--- src/rtl/acc_pkg.sv ---
// Shared constants and types for the accelerator output path.
// The datapath and acc_out_wrapper both import this package.
package acc_pkg;

    localparam int ACC_DATA_W       = 21;
    localparam int ACC_OUT_DEPTH    = 8;
    localparam int ACC_OUT_ADDR_W   = $clog2(ACC_OUT_DEPTH);
    localparam int ACC_OUT_CNT_W    = ACC_OUT_ADDR_W + 1;
    localparam int ACC_OUT_AF_LEVEL = 6;

    typedef logic [ACC_DATA_W-1:0]    acc_word_t;
    typedef logic [ACC_OUT_CNT_W-1:0] acc_cnt_t;

    // Net effect of one edge on the FIFO occupancy.
    typedef enum logic [1:0] {
        OP_IDLE = 2'b00,
        OP_PUSH = 2'b01,
        OP_POP  = 2'b10,
        OP_BOTH = 2'b11
    } acc_out_op_e;

    function automatic acc_out_op_e acc_out_op(input logic push, input logic pop);
        acc_out_op_e op;
        case ({pop, push})
            2'b01:   op = OP_PUSH;
            2'b10:   op = OP_POP;
            2'b11:   op = OP_BOTH;
            default: op = OP_IDLE;
        endcase
        return op;
    endfunction

endpackage

--- src/rtl/acc_out_wrapper_if.sv ---
// Bundle of the write, read-handshake and status signals of acc_out_wrapper.
// almost_full and its modport entries exist only with ACC_OUT_ALMOST_FULL_EN.
interface acc_out_wrapper_if;
    import acc_pkg::*;

    logic      wr_req;
    acc_word_t wr_data;
    logic      full;
    logic      empty;
    acc_cnt_t  count;
    logic      out_valid;
    acc_word_t out_data;
    logic      out_ready;
    logic      overflow;
`ifdef ACC_OUT_ALMOST_FULL_EN
    logic      almost_full;

    modport slave (
        input  wr_req, wr_data, out_ready,
        output full, empty, count, out_valid, out_data, overflow, almost_full
    );

    modport master (
        output wr_req, wr_data, out_ready,
        input  full, empty, count, out_valid, out_data, overflow, almost_full
    );
`else
    modport slave (
        input  wr_req, wr_data, out_ready,
        output full, empty, count, out_valid, out_data, overflow
    );

    modport master (
        output wr_req, wr_data, out_ready,
        input  full, empty, count, out_valid, out_data, overflow
    );
`endif
endinterface

--- src/rtl/acc_out_ram.sv ---
// DEPTH x DATA_W register array: synchronous write, asynchronous read.
// Contents are deliberately not reset; the wrapper never exposes stale words as valid.
module acc_out_ram #(
    parameter int DATA_W = 21,
    parameter int DEPTH  = 8,
    parameter int ADDR_W = 3
) (
    input  logic              clk,
    input  logic              we,
    input  logic [ADDR_W-1:0] waddr,
    input  logic [DATA_W-1:0] wdata,
    input  logic [ADDR_W-1:0] raddr,
    output logic [DATA_W-1:0] rdata
);

    logic [DATA_W-1:0] mem_r [DEPTH];

    // Store the incoming word at the write pointer.
    always_ff @(posedge clk) begin
        if (we) begin
            mem_r[waddr] <= wdata;
        end
    end

    assign rdata = mem_r[raddr];

endmodule

--- src/rtl/acc_out_wrapper.sv ---
// First-word-fall-through result FIFO between the accelerator datapath and its consumer.
// Optional macro ACC_OUT_ALMOST_FULL_EN adds the almost_full status output.
module acc_out_wrapper
    import acc_pkg::*;
#(
    parameter int DATA_W   = ACC_DATA_W,
    parameter int DEPTH    = ACC_OUT_DEPTH,
`ifdef ACC_OUT_ALMOST_FULL_EN
    parameter int ADDR_W   = ACC_OUT_ADDR_W,
    parameter int AF_LEVEL = ACC_OUT_AF_LEVEL
`else
    parameter int ADDR_W   = ACC_OUT_ADDR_W
`endif
) (
    input  logic               clk,
    input  logic               rst,
    acc_out_wrapper_if.slave   bus
);

    localparam int CNT_W = ADDR_W + 1;
    localparam logic [ADDR_W-1:0] PTR_ONE  = ADDR_W'(1);
    localparam logic [CNT_W-1:0]  CNT_ONE  = CNT_W'(1);
    localparam logic [CNT_W-1:0]  CNT_ZERO = CNT_W'(0);
    localparam logic [CNT_W-1:0]  CNT_FULL = CNT_W'(DEPTH);

    logic [ADDR_W-1:0] wr_ptr_r;
    logic [ADDR_W-1:0] rd_ptr_r;
    logic [CNT_W-1:0]  count_r;
    logic              overflow_r;

    logic              full_s;
    logic              empty_s;
    logic              push_s;
    logic              pop_s;
    logic              drop_s;
    acc_out_op_e       op_s;
    logic [DATA_W-1:0] head_s;

    assign full_s  = (count_r == CNT_FULL);
    assign empty_s = (count_r == CNT_ZERO);

    // A write on a full cycle is dropped even if the consumer pops on the same edge.
    assign push_s = bus.wr_req & ~full_s;
    assign pop_s  = ~empty_s & bus.out_ready;
    assign drop_s = bus.wr_req & full_s;
    assign op_s   = acc_out_op(push_s, pop_s);

    acc_out_ram #(
        .DATA_W (DATA_W),
        .DEPTH  (DEPTH),
        .ADDR_W (ADDR_W)
    ) u_ram (
        .clk   (clk),
        .we    (push_s),
        .waddr (wr_ptr_r),
        .wdata (bus.wr_data),
        .raddr (rd_ptr_r),
        .rdata (head_s)
    );

    // Pointers and occupancy; pointers wrap by natural ADDR_W-bit rollover.
    always_ff @(posedge clk) begin
        if (rst) begin
            wr_ptr_r <= {ADDR_W{1'b0}};
            rd_ptr_r <= {ADDR_W{1'b0}};
            count_r  <= CNT_ZERO;
        end else begin
            if (push_s) begin
                wr_ptr_r <= wr_ptr_r + PTR_ONE;
            end
            if (pop_s) begin
                rd_ptr_r <= rd_ptr_r + PTR_ONE;
            end
            case (op_s)
                OP_PUSH: count_r <= count_r + CNT_ONE;
                OP_POP:  count_r <= count_r - CNT_ONE;
                OP_BOTH: count_r <= count_r;
                default: count_r <= count_r;
            endcase
        end
    end

    // Sticky drop indicator, cleared only by reset.
    always_ff @(posedge clk) begin
        if (rst) begin
            overflow_r <= 1'b0;
        end else if (drop_s) begin
            overflow_r <= 1'b1;
        end
    end

    assign bus.full      = full_s;
    assign bus.empty     = empty_s;
    assign bus.count     = count_r;
    assign bus.out_valid = ~empty_s;
    assign bus.out_data  = head_s;
    assign bus.overflow  = overflow_r;

`ifdef ACC_OUT_ALMOST_FULL_EN
    assign bus.almost_full = (count_r >= CNT_W'(AF_LEVEL));
`endif

endmodule

--- src/flat_wrapper.sv ---
// flat-port wrapper written by rule: the top's interface ports become plain ports
module acc_out_wrapper_flat import acc_pkg::*;
#(
    parameter int DATA_W   = ACC_DATA_W,
    parameter int DEPTH    = ACC_OUT_DEPTH,

    parameter int ADDR_W   = ACC_OUT_ADDR_W

)
  (clk, rst, bus_wr_req, bus_wr_data, bus_out_ready, bus_full, bus_empty, bus_count, bus_out_valid, bus_out_data, bus_overflow);
  acc_out_wrapper_if bus_i ();
  input  logic clk;
  input  logic rst;
  input wire logic [$bits(bus_i.wr_req)-1:0] bus_wr_req;
  input wire logic [$bits(bus_i.wr_data)-1:0] bus_wr_data;
  input wire logic [$bits(bus_i.out_ready)-1:0] bus_out_ready;
  output wire logic [$bits(bus_i.full)-1:0] bus_full;
  output wire logic [$bits(bus_i.empty)-1:0] bus_empty;
  output wire logic [$bits(bus_i.count)-1:0] bus_count;
  output wire logic [$bits(bus_i.out_valid)-1:0] bus_out_valid;
  output wire logic [$bits(bus_i.out_data)-1:0] bus_out_data;
  output wire logic [$bits(bus_i.overflow)-1:0] bus_overflow;
  assign bus_i.wr_req = bus_wr_req;
  assign bus_i.wr_data = bus_wr_data;
  assign bus_i.out_ready = bus_out_ready;
  assign bus_full = bus_i.full;
  assign bus_empty = bus_i.empty;
  assign bus_count = bus_i.count;
  assign bus_out_valid = bus_i.out_valid;
  assign bus_out_data = bus_i.out_data;
  assign bus_overflow = bus_i.overflow;
  acc_out_wrapper #(.DATA_W(DATA_W), .DEPTH(DEPTH), .ADDR_W(ADDR_W)) u_core (.clk(clk), .rst(rst), .bus(bus_i));
endmodule
--- config.mk ---
export PLATFORM = sky130hd
export DESIGN_NAME = acc_out_wrapper_flat
export DESIGN_NICKNAME = d
export VERILOG_FILES = /design/src/rtl/acc_pkg.sv /design/src/rtl/acc_out_wrapper_if.sv /design/src/rtl/acc_out_ram.sv /design/src/rtl/acc_out_wrapper.sv /design/src/flat_wrapper.sv
export SDC_FILE = /design/constraint.sdc
export NUM_CORES = 1
export LEC_CHECK = 0
export ABC_AREA = 1
export CAP_MARGIN = 25
export CORE_MARGIN = 4
export CORE_UTILIZATION = 58
export DETAILED_ROUTE_END_ITERATION = 6
export PLACE_DENSITY = 0.77
export SYNTH_ARGS = -nofsm -noshare
export SYNTH_HDL_FRONTEND = slang
export SYNTH_SLANG_ARGS = --single-unit
export TNS_END_PERCENT = 30
--- constraint.sdc ---
create_clock -name clk -period 2.6 [get_ports clk]
set_input_delay 0.39 -clock clk [delete_from_list [all_inputs] [get_ports clk]]
set_output_delay 0.39 -clock clk [all_outputs]
set_load 0.01 [all_outputs]
======== Word level (Yosys, flattened, before mapping) ========
Memories as Yosys holds them, arrays and structs flattened. A register that Yosys moved wholly into a read port is not among the register bits.
Cells that the tools add are included.
storage, ports and cells
  RAM bits ................................ 168
  memories kept ........................... 1
  output and inout bits ................... 29
  register bits after elaboration ......... 11
memory list
  memory              words  width  read ports  clocked after Yosys merged registers in  wr ports  RTL line           text
  u_core.u_ram.mem_r  8      21     1           1                                        1         acc_out_ram.sv:16  logic [DATA_W-1:0] mem_r [DEPTH];
operators by class
  equality and inequality tests ........... 6
  reduce and logical (&&, ||, !) cells .... 2
  bitwise gates (word level) .............. 5
  multiplexer cells ....................... 6
  add/subtract/negate cells ............... 4
operator list
  kind                   count
  $pmux W4 S2            1
  $add A3 B1 Y3 const B  2
  $eq A2 B2 Y1 const B   3
  $mux W3                2
  $pmux W2 S3            1
  $add A4 B1 Y4 const B  1
  $eq A2 B1 Y1 const B   2
  $eq A4 B4 Y1 const B   1
  $logic_not A4 Y1       1
  $sub A4 B1 Y4 const B  1
  $and A1 B1 Y1          3
  $mux W1                2
  $not A1 Y1             2
  $reduce_bool A2 Y1     1

======== Longest topological paths before layout ========
Gate-level depths: netlist (run 1).
  depth after elaboration ................. 7
  depth in mapped cells ................... 14
  depth with buffers taken out ............ 14

======== By module ========
Synthesis (run 1) repeated with hierarchy kept, for this count alone.
unflattened totals
  cell total of the unflattened synthesis .. 823
  area total of the unflattened synthesis .. 7966.4 sq um
modules (own cells, without submodules)
  module           area each (sq um)  instances  cells each
  acc_out_ram      7365.8             1          744
  acc_out_wrapper  600.6              1          79

======== Least setup slack after synthesis (run 1) ========
Ideal clock, no wire load.
  path type ............................... register -> register
  start ................................... register u_core.count_r[0], in the netlist u_core.bus.count[0]
  end ..................................... memory u_core.u_ram.mem_r[0][0], enable pin
  arrival time ............................ 1.907 ns
  buffers on the path ..................... 0
  data required time ...................... 2.201 ns
  slack ................................... 0.295 ns
  stages on the path, launching flop included .. 6
  setup time .............................. 0.399 ns
  cell sequence ........................... dfxtp_1 -> nor2_1 -> nand3_1 -> nand2_2 -> or2_4 -> nor2_1
between the ends
  longest elaborated chain between the ends .. 5
RTL lines
  element                        RTL line               text
  start, declared                acc_out_wrapper.sv:28  logic [CNT_W-1:0] count_r;
  start signal, assigned         acc_out_wrapper.sv:75  OP_PUSH: count_r <= count_r + CNT_ONE;
  start signal, assigned         acc_out_wrapper.sv:76  OP_POP: count_r <= count_r - CNT_ONE;
  start signal, assigned         acc_out_wrapper.sv:77  OP_BOTH: count_r <= count_r;
  $eq A4 B4 Y1                   acc_out_wrapper.sv:39  assign full_s = (count_r == CNT_FULL);
  $not A1 Y1                     acc_out_wrapper.sv:43  assign push_s = bus.wr_req & ~full_s;
  $and A1 B1 Y1                  acc_out_wrapper.sv:43
  $mux W1                        acc_out_ram.sv:20      if (we) begin
  $mux W1 (implied by the code)  acc_out_ram.sv:21      mem_r[waddr] <= wdata;
  end, declared                  acc_out_ram.sv:16
No other way between the ends.

==> metrics.txt, run 1 <==
Synth cell types=30; TritonCTS Buffers=17; max_cap viols=0; fin crit share=98.39%; most frequent CP cell=nand2_1; CTS tree=done; CP max-delay cell=clkdlybuf4s50_1; I/O pin cnt=54; Internal=5.946 mW; Die X=120.0 um; Max Root-Sink Buffers=2; HPWL Detailed=8.822 mm; Net Count, Synth=601; ANT nets after route=0; reg2reg start=u_core.bus.count[0]$_SDFFE_PP0P_; Crit. End Element=primary output; Max Fclk=390.9 MHz; register area share after synthesis=73.23%; Crit Reg-Reg Endpoint=u_core.bus.count[2]$_SDFFE_PP0P_; pin count of the biggest net entering global routing=45; slew of the pin with the lowest slew margin=478.8 ps; setup TNS=0 ps; Reg power frac=42.2%; worst r2r path cells=13; routability cong.=0.7710; PwrDens=951.1 mW/mm2; vias in the first global route=4,503; initial DRC count=525; most common cell after layout, fill and taps aside=edfxtp_1; RSZ-0062 raised after global routing=true; H-tree levels=4; CP max FO=17; Crit Path Class=flop to primary output; mapped cell area=0.007272 mm2; Clock Sinks=182; Post-Route Skew=4.295 ps; Synth Instances=571; outcome=complete, no violations; Ant. Diodes=0; crit-path max cell delay=540 ps; DRC errors left=0; core box area=0.01216 mm2; power share of the clock group=31.0%; minimum clock period=2558 ps; Switch Pwr=2.448 mW; Buffers on Ports=53; Ys Warns=0; Cell Chain, Critical Path=clkbuf_16 > mux2i_1 > o22ai_1 > nand2_1 > nand2_1 > clkdlybuf4s50_1; Initial Util=59.79%; leak pwr=3.159 nW; Slew Viols, Final=0; Vias/cell=5.669; Clock Tree Root=clkbuf_16; FILL cells=781; first-pass GRT wire length=23.60 mm; Syn-to-layout area delta=21.35%; worst setup path endpoint=bus_out_data[10]; Startpoint Class=flop; hold_buf cts=0; total grt overflow=0; Max IR drop VDD=0.0007348 V; Clk Latency, worst-skew pair=420 ps; initial antenna violation count=0; Row Count=40; Die H=120.0 um; die area=0.01439 mm2; Via Count=4,671; nets=673; routed length per instance=19.02 um; Slew Limit Headroom=68.05%; Final Hold Violating Endpoints=0; signal arrival time at the worst endpoint=2170 ps; min-delay worst type=flop to flop; Synth Area per Inst=12.74 um2; Critical Path RT=2210 ps; synthesis-stage register bit count=182; postcts setup bufs=0; Comb power frac=26.8%; R2R setup slack=500 ps; clk slew on worst S/H paths=70 ps; layout cells sized above 1=11.43%; final setup fails=0; final WL=15.67 mm; GRT Overall Usage=21.68%; switch share=29.16%; commonest non-fill, non-tap cells in the layout=edfxtp_1, nor2_1, nand2_1, o21ai_0, clkdlybuf4s50_1; 1st-pass router iterations=5; Hold WS=466.1 ps
-- through the flow --
stage	cell area [um2]	std cells	utilization [%]	total power [mW]	setup WS [ps]
finish	8825	824	72.56	8.393	41.82
global placement	8075	789	66.40	5.614	425.3
global route	8825	824	72.56	8.796	-34.41
CTS	8681	821	71.38	8.279	-33.88
floorplan	7272	571	-	4.876	294.8
detailed placement	8075	789	66.40	5.676	367.5
-- what timing repair did --
item | in CTS | in global routing
setup endpoints to repair | 6 | 19
gates resized for setup | 1 | 22
gates cloned | 0 | 3
-- layout make-up --
| cell class | count | area [um2] | share of cell area, % |
|---|---|---|---|
| clock inverters | 15 | 176.4 | 1.999 |
| repair buffers | 82 | 900.9 | 10.21 |
| flip-flops and latches | 182 | 5330 | 60.40 |
| well taps | 168 | 210.2 | 2.382 |
| inverters | 20 | 82.58 | 0.9358 |
| multi-input cells | 340 | 1699 | 19.25 |
| clock buffers | 17 | 425.4 | 4.821 |
-- cell families after synthesis --
group | synth area share (%)
compound gates | 8.637
xor+xnor | 0.3614
fa+ha+maj | 0.8603
buf+inv | 3.682
flops | 73.23
mux | 2.891
simple gates | 10.34
-- layer usage --
layer / global-route usage, % / up-vias / share of wire, %
li1: - / 2182 / -
met1: 28.98 / 2269 / 41
met2: 35.58 / 198 / 50
met3: 5.655 / 22 / 8.1
met4: 5.870 / 0 / 1.4
met5: 0 / - / 0
-- worst max-delay path, delay by kind of cell, from the launching register on --
kind | cells | cell delay [ps]
AO/OA/AOI/OAI | 1 | 190
multiplexers | 1 | 100
flip-flops | 1 | 500
buffers and inverters | 2 | 780
AND/OR/NAND/NOR | 2 | 180
-- power by group through the flow --
stage / combinational, mW / sequential [mW] / clock, mW
6_report: 2.25 / 3.54 / 2.60
3_3_place_gp: 2.05 / 3.56 / 0
5_1_grt: 2.47 / 3.56 / 2.77
2_1_floorplan: 1.31 / 3.56 / 0
3_5_place_dp: 2.11 / 3.57 / 0
4_1_cts: 2.13 / 3.51 / 2.63
-- synth_stat cells --
cell type | n | share of area (%)
a211oi_1 | 1 | 0.10
a21oi_1 | 8 | 0.55
a21oi_2 | 1 | 0.12
buf_1 | 1 | 0.052
buf_12 | 2 | 0.55
buf_2 | 11 | 0.76
buf_4 | 3 | 0.31
buf_6 | 2 | 0.31
buf_8 | 1 | 0.21
clkbuf_1 | 9 | 0.46
dfxtp_1 | 14 | 3.9
edfxtp_1 | 168 | 69
ha_1 | 5 | 0.86
inv_1 | 19 | 0.98
inv_2 | 1 | 0.052
mux2i_1 | 21 | 2.9
nand2_1 | 83 | 4.3
nand2_2 | 1 | 0.086
nand3_1 | 4 | 0.28
nand3_2 | 1 | 0.14
nor2_1 | 97 | 5.0
nor3_1 | 2 | 0.14
nor3b_1 | 2 | 0.21
o21ai_0 | 46 | 3.2
o21ai_1 | 42 | 2.9
o22ai_1 | 21 | 1.8
or2_1 | 1 | 0.086
or2_4 | 1 | 0.12
xnor2_1 | 2 | 0.24
xor2_1 | 1 | 0.12
-- worst min path at each step --
stage / from / to / slack [ps] / cells past startpoint
after floorplan: u_core.rd_ptr_r[1]$_SDFFE_PP0N_ / flop / 460 / 2
after global placement: u_core.bus.overflow$_SDFFE_PP0P_ / u_core.bus.overflow$_SDFFE_PP0P_ / 440 / 2
after detailed placement: u_core.bus.overflow$_SDFFE_PP0P_ / u_core.bus.overflow$_SDFFE_PP0P_ / 460 / 2
after CTS: u_core.bus.overflow$_SDFFE_PP0P_ / u_core.bus.overflow$_SDFFE_PP0P_ / 470 / 2
after global routing: u_core.bus.overflow$_SDFFE_PP0P_ / u_core.bus.overflow$_SDFFE_PP0P_ / 480 / 2
final: u_core.bus.overflow$_SDFFE_PP0P_ / u_core.bus.overflow$_SDFFE_PP0P_ / 470 / 2
-- sequential cells by signal, summed over array words and instances, names as in the netlist, named ones only --
register             count
u_core.bus.overflow      1
u_core.wr_ptr_r          3
u_core.rd_ptr_r          3
u_core.u_ram.mem_r     168
u_core.bus.count         4
(Power assumes the default switching activity.)
==> inputs of run 2 (changes only) <==
Settings changed: HOLD_SLACK_MARGIN set to 0.12.
==> results of run 2 <==
Same layout as run 1: the final DEF is identical, and so are final timing and power.
==> inputs of run 3 (changes only) <==
Settings changed: ABC_AREA 1 to unset.
==> metrics.txt, run 3 <==
largest family of logic cells by synthesized area=multiplexers; Final Hold Violating Endpoints=0 (unchanged); I/O pin cnt=54 (unchanged); Die X=119.1 um (-0.75%); crit-path max cell delay=560 ps (+20 ps); FILL cells=690 (-12%); max reg flops=168 (unchanged); HPWL Detailed=7.023 mm (-20%); routability cong.=0.7628 (-1.1%); CP max FO=10 (-7); Non-Filler Instances=583 (-29%); switch share=23.20% (-6.0 points); Synth area leader=edfxtp_1; synthesis-stage register bit count=182 (unchanged); first-pass GRT wire length=20.65 mm (-12%); Reg power frac=42.8% (+0.6 points); M1 wire length=5.627 mm (-12%); 1st-pass router iterations=4 (-1); Internal=6.315 mW (+6.2%); Synth Area per Inst=22.09 um2 (+73%); GRT Overall Usage=19.88% (-1.8 points); reg2reg start=u_core.bus.count[0]$_SDFFE_PP0P_; leak pwr=2.921 nW (-7.5%); Switch Pwr=1.907 mW (-22%); fin area=0.008808 mm2 (-0.18%); clk slew on worst S/H paths=60 ps (about the same); H-tree levels=4 (unchanged); Synth top area share=70.50% (+1.1 points); Post-Route Skew=6.734 ps (+2.438 ps); R2R setup slack=140 ps (-360 ps); Post-synth EDFFs=168 (unchanged); Via Count=3,407 (-27%); core box area=0.01206 mm2 (-0.82%); Synth top cells by count=edfxtp_1, mux4_1, mux2_2; signal arrival time at the worst endpoint=2220 ps (+50 ps); CTS tree=done; fin crit share=100.3% (+2.0 points); vias in the first global route=3,556 (-21%); XOR/XNOR Fraction of Synth Area=0.8568% (+0.50 points); min-delay worst type=flop to flop; nets=432 (-36%); Startpoint Class=flop; sequential cell area=0.005330 mm2 (unchanged); most flop-heavy register=u_core.u_ram.mem_r; register area share after synthesis=74.42% (+1.2 points); setup TNS=-16.03 ps (-16.03 ps); most common cell after layout, fill and taps aside=edfxtp_1; main flop type after synthesis=edfxtp_1; Critical Path RT=2210 ps (about the same); worst slack, placed=76.72 ps (-290.8 ps); Max Fclk=383.3 MHz (-1.9%); DRC errors left=0 (unchanged); count leader, synth=edfxtp_1; multi-input logic area=0.001729 mm2 (+1.8%); outcome=finished with violations; Vias/cell=5.844 (+3.1%); Initial Util=59.33% (-0.47 points); WL met3=766 um (-39%); slew of the pin with the lowest slew margin=441.2 ps (-37.59 ps); RSZ-0062 raised after global routing=true; max_cap viols=0 (unchanged); TritonCTS Buffers=17 (unchanged); initial antenna violation count=0 (unchanged); worst setup path endpoint=bus_out_data[18]; Clock Tree Root=clkbuf_16; Hold WS=495.5 ps (+29.35 ps); Slew Viols, Final=0 (unchanged); Slew Limit Headroom=70.50% (+2.4 points); Cell Chain, Critical Path=buf_16 > mux4_1 > mux2_2 > dlygate4sd2_1; worst r2r path cells=8 (-5); initial DRC count=276 (-47%); Clk Latency, worst-skew pair=430 ps (about the same); total grt overflow=0 (unchanged); Buffers on Ports=53 (unchanged); Syn-to-layout area delta=23.10%; Synth cell types=29 (-3.3%); layout cells sized above 1=25.54% (+14 points); placed cell count=547 (-31%); Net Count, Synth=354 (-41%); Synth Instances=324 (-43%); Met2 Wirelength=7.034 mm (-9.9%); ANT nets after route=0 (unchanged); Crit Reg-Reg Endpoint=u_core.bus.count[3]$_SDFFE_PP0P_; Die H=119.1 um (-0.75%); Row Count=40 (unchanged); Synth Area in Simple Gates=2.710% (-7.6 points); Crit. End Element=primary output; postcts setup bufs=0 (unchanged); Placed Area=0.008082 mm2 (about the same); failing checks=negative setup slack; Comb power frac=21.7% (-5.1 points); Max IR drop VDD=0.0006170 V (-16%); mapped cell area=0.007156 mm2 (-1.6%); largest cells by area after synthesis=edfxtp_1, mux4_1, dfxtp_1, mux2_2, ha_1; Ant. Diodes=0 (unchanged); ys async rst share=0% (unchanged); final setup fails=3 (+3); pin count of the biggest net entering global routing=43 (-4.4%); Max Root-Sink Buffers=2 (unchanged); Post-Synth Adder-Cell Area=0.8743% (+0.014 points); Crit Path Class=flop to primary output; PwrDens=933.4 mW/mm2 (-1.9%); compound-cell area share of the yosys netlist=0.6645% (-8.0 points); final WL=13.66 mm (-13%); Clock Sinks=182 (unchanged); post-synthesis mux area share=18.92% (+16 points); final worst slack=-8.937 ps (-50.76 ps); commonest non-fill, non-tap cells in the layout=edfxtp_1, clkdlybuf4s50_1, mux4_1, mux2_2, clkbuf_16; die area=0.01418 mm2 (-1.5%); power share of the clock group=35.5% (+4.5 points); Ys Warns=0 (unchanged); CP max-delay cell=mux4_1; minimum clock period=2609 ps (+50.76 ps); routed length per instance=23.44 um (+23%); Max Used Layer=met4
-- run 3: changes by cell type after synthesis, moves of 6 or more --
cell | previous run | this run
inv_1 | 19 | 3
mux2i_1 | 21 | 1
nand2_1 | 83 | 5
buf_2 | 11 | 1
mux2_2 | 0 | 22
o21ai_1 | 42 | 0
o21ai_0 | 46 | 3
nor2_1 | 97 | 12
o22ai_1 | 21 | 0
xor2_1 | 1 | 7
mux4_1 | 0 | 40
-- run 3: per-stage QoR --
| step | utilization [%] | total power [mW] |
|---|---|---|
| floorplan | - | 4.539 |
| global placement | 67.00 | 5.187 |
| detailed placement | 67.00 | 5.241 |
| CTS | 72.87 | 8.150 |
| global route | 73.03 | 8.550 |
| finish | 73.03 | 8.222 |
-- run 3: area by class of cell --
type / count / area share (%)
sequential: 182 / 60.51
multi-input combinational: 123 / 19.63
timing repair buffer: 75 / 9.616
clock buffer: 22 / 5.156
clock inverter: 10 / 2.571
tap: 168 / 2.386
inverter: 3 / 0.1278
-- run 3: power by group through the flow --
stage	clock network (mW)	registers, mW	logic, mW
3_5_place_dp	0	3.54	1.70
4_1_cts	2.95	3.50	1.70
5_1_grt	3.10	3.53	1.91
3_3_place_gp	0	3.52	1.67
6_report	2.92	3.52	1.78
2_1_floorplan	0	3.52	1.02
-- run 3: repair_timing --
item	in CTS	in global routing
setup endpoints to repair	21	23
pin swaps	0	0
cloned	2	2
resized for setup	25	28
hold buffers	0	0
-- run 3: worst min-delay path by stage --
stage	from	end	slack, ps	depth (start not counted)
after floorplan	u_core.rd_ptr_r[1]$_SDFFE_PP0N_	flop	450	2
after global placement	u_core.bus.overflow$_SDFFE_PP0P_	u_core.bus.overflow$_SDFFE_PP0P_	450	2
after detailed placement	u_core.bus.overflow$_SDFFE_PP0P_	u_core.bus.overflow$_SDFFE_PP0P_	470	2
after CTS	u_core.bus.overflow$_SDFFE_PP0P_	u_core.bus.overflow$_SDFFE_PP0P_	490	2
after global routing	u_core.bus.overflow$_SDFFE_PP0P_	u_core.bus.overflow$_SDFFE_PP0P_	530	2
final	u_core.bus.overflow$_SDFFE_PP0P_	u_core.bus.overflow$_SDFFE_PP0P_	500	2
-- run 3: cells by family after synthesis --
kind of cell / Yosys count
fa+ha+maj: 5
mux: 65
simple gates: 37
compound gates: 9
flops: 182
xor+xnor: 7
buf+inv: 19
-- run 3: layer usage --
metal	global-route usage [%]	up-vias
li1	-	1511
met1	26.10	1755
met2	32.85	123
met3	4.368	18
met4	7.603	0
met5	0	-
-- run 3: worst max-delay path, delay by kind of cell (launching register included) --
family,cells,cell delay [ps]
buf+inv,2,470
mux,2,860
flops,1,460
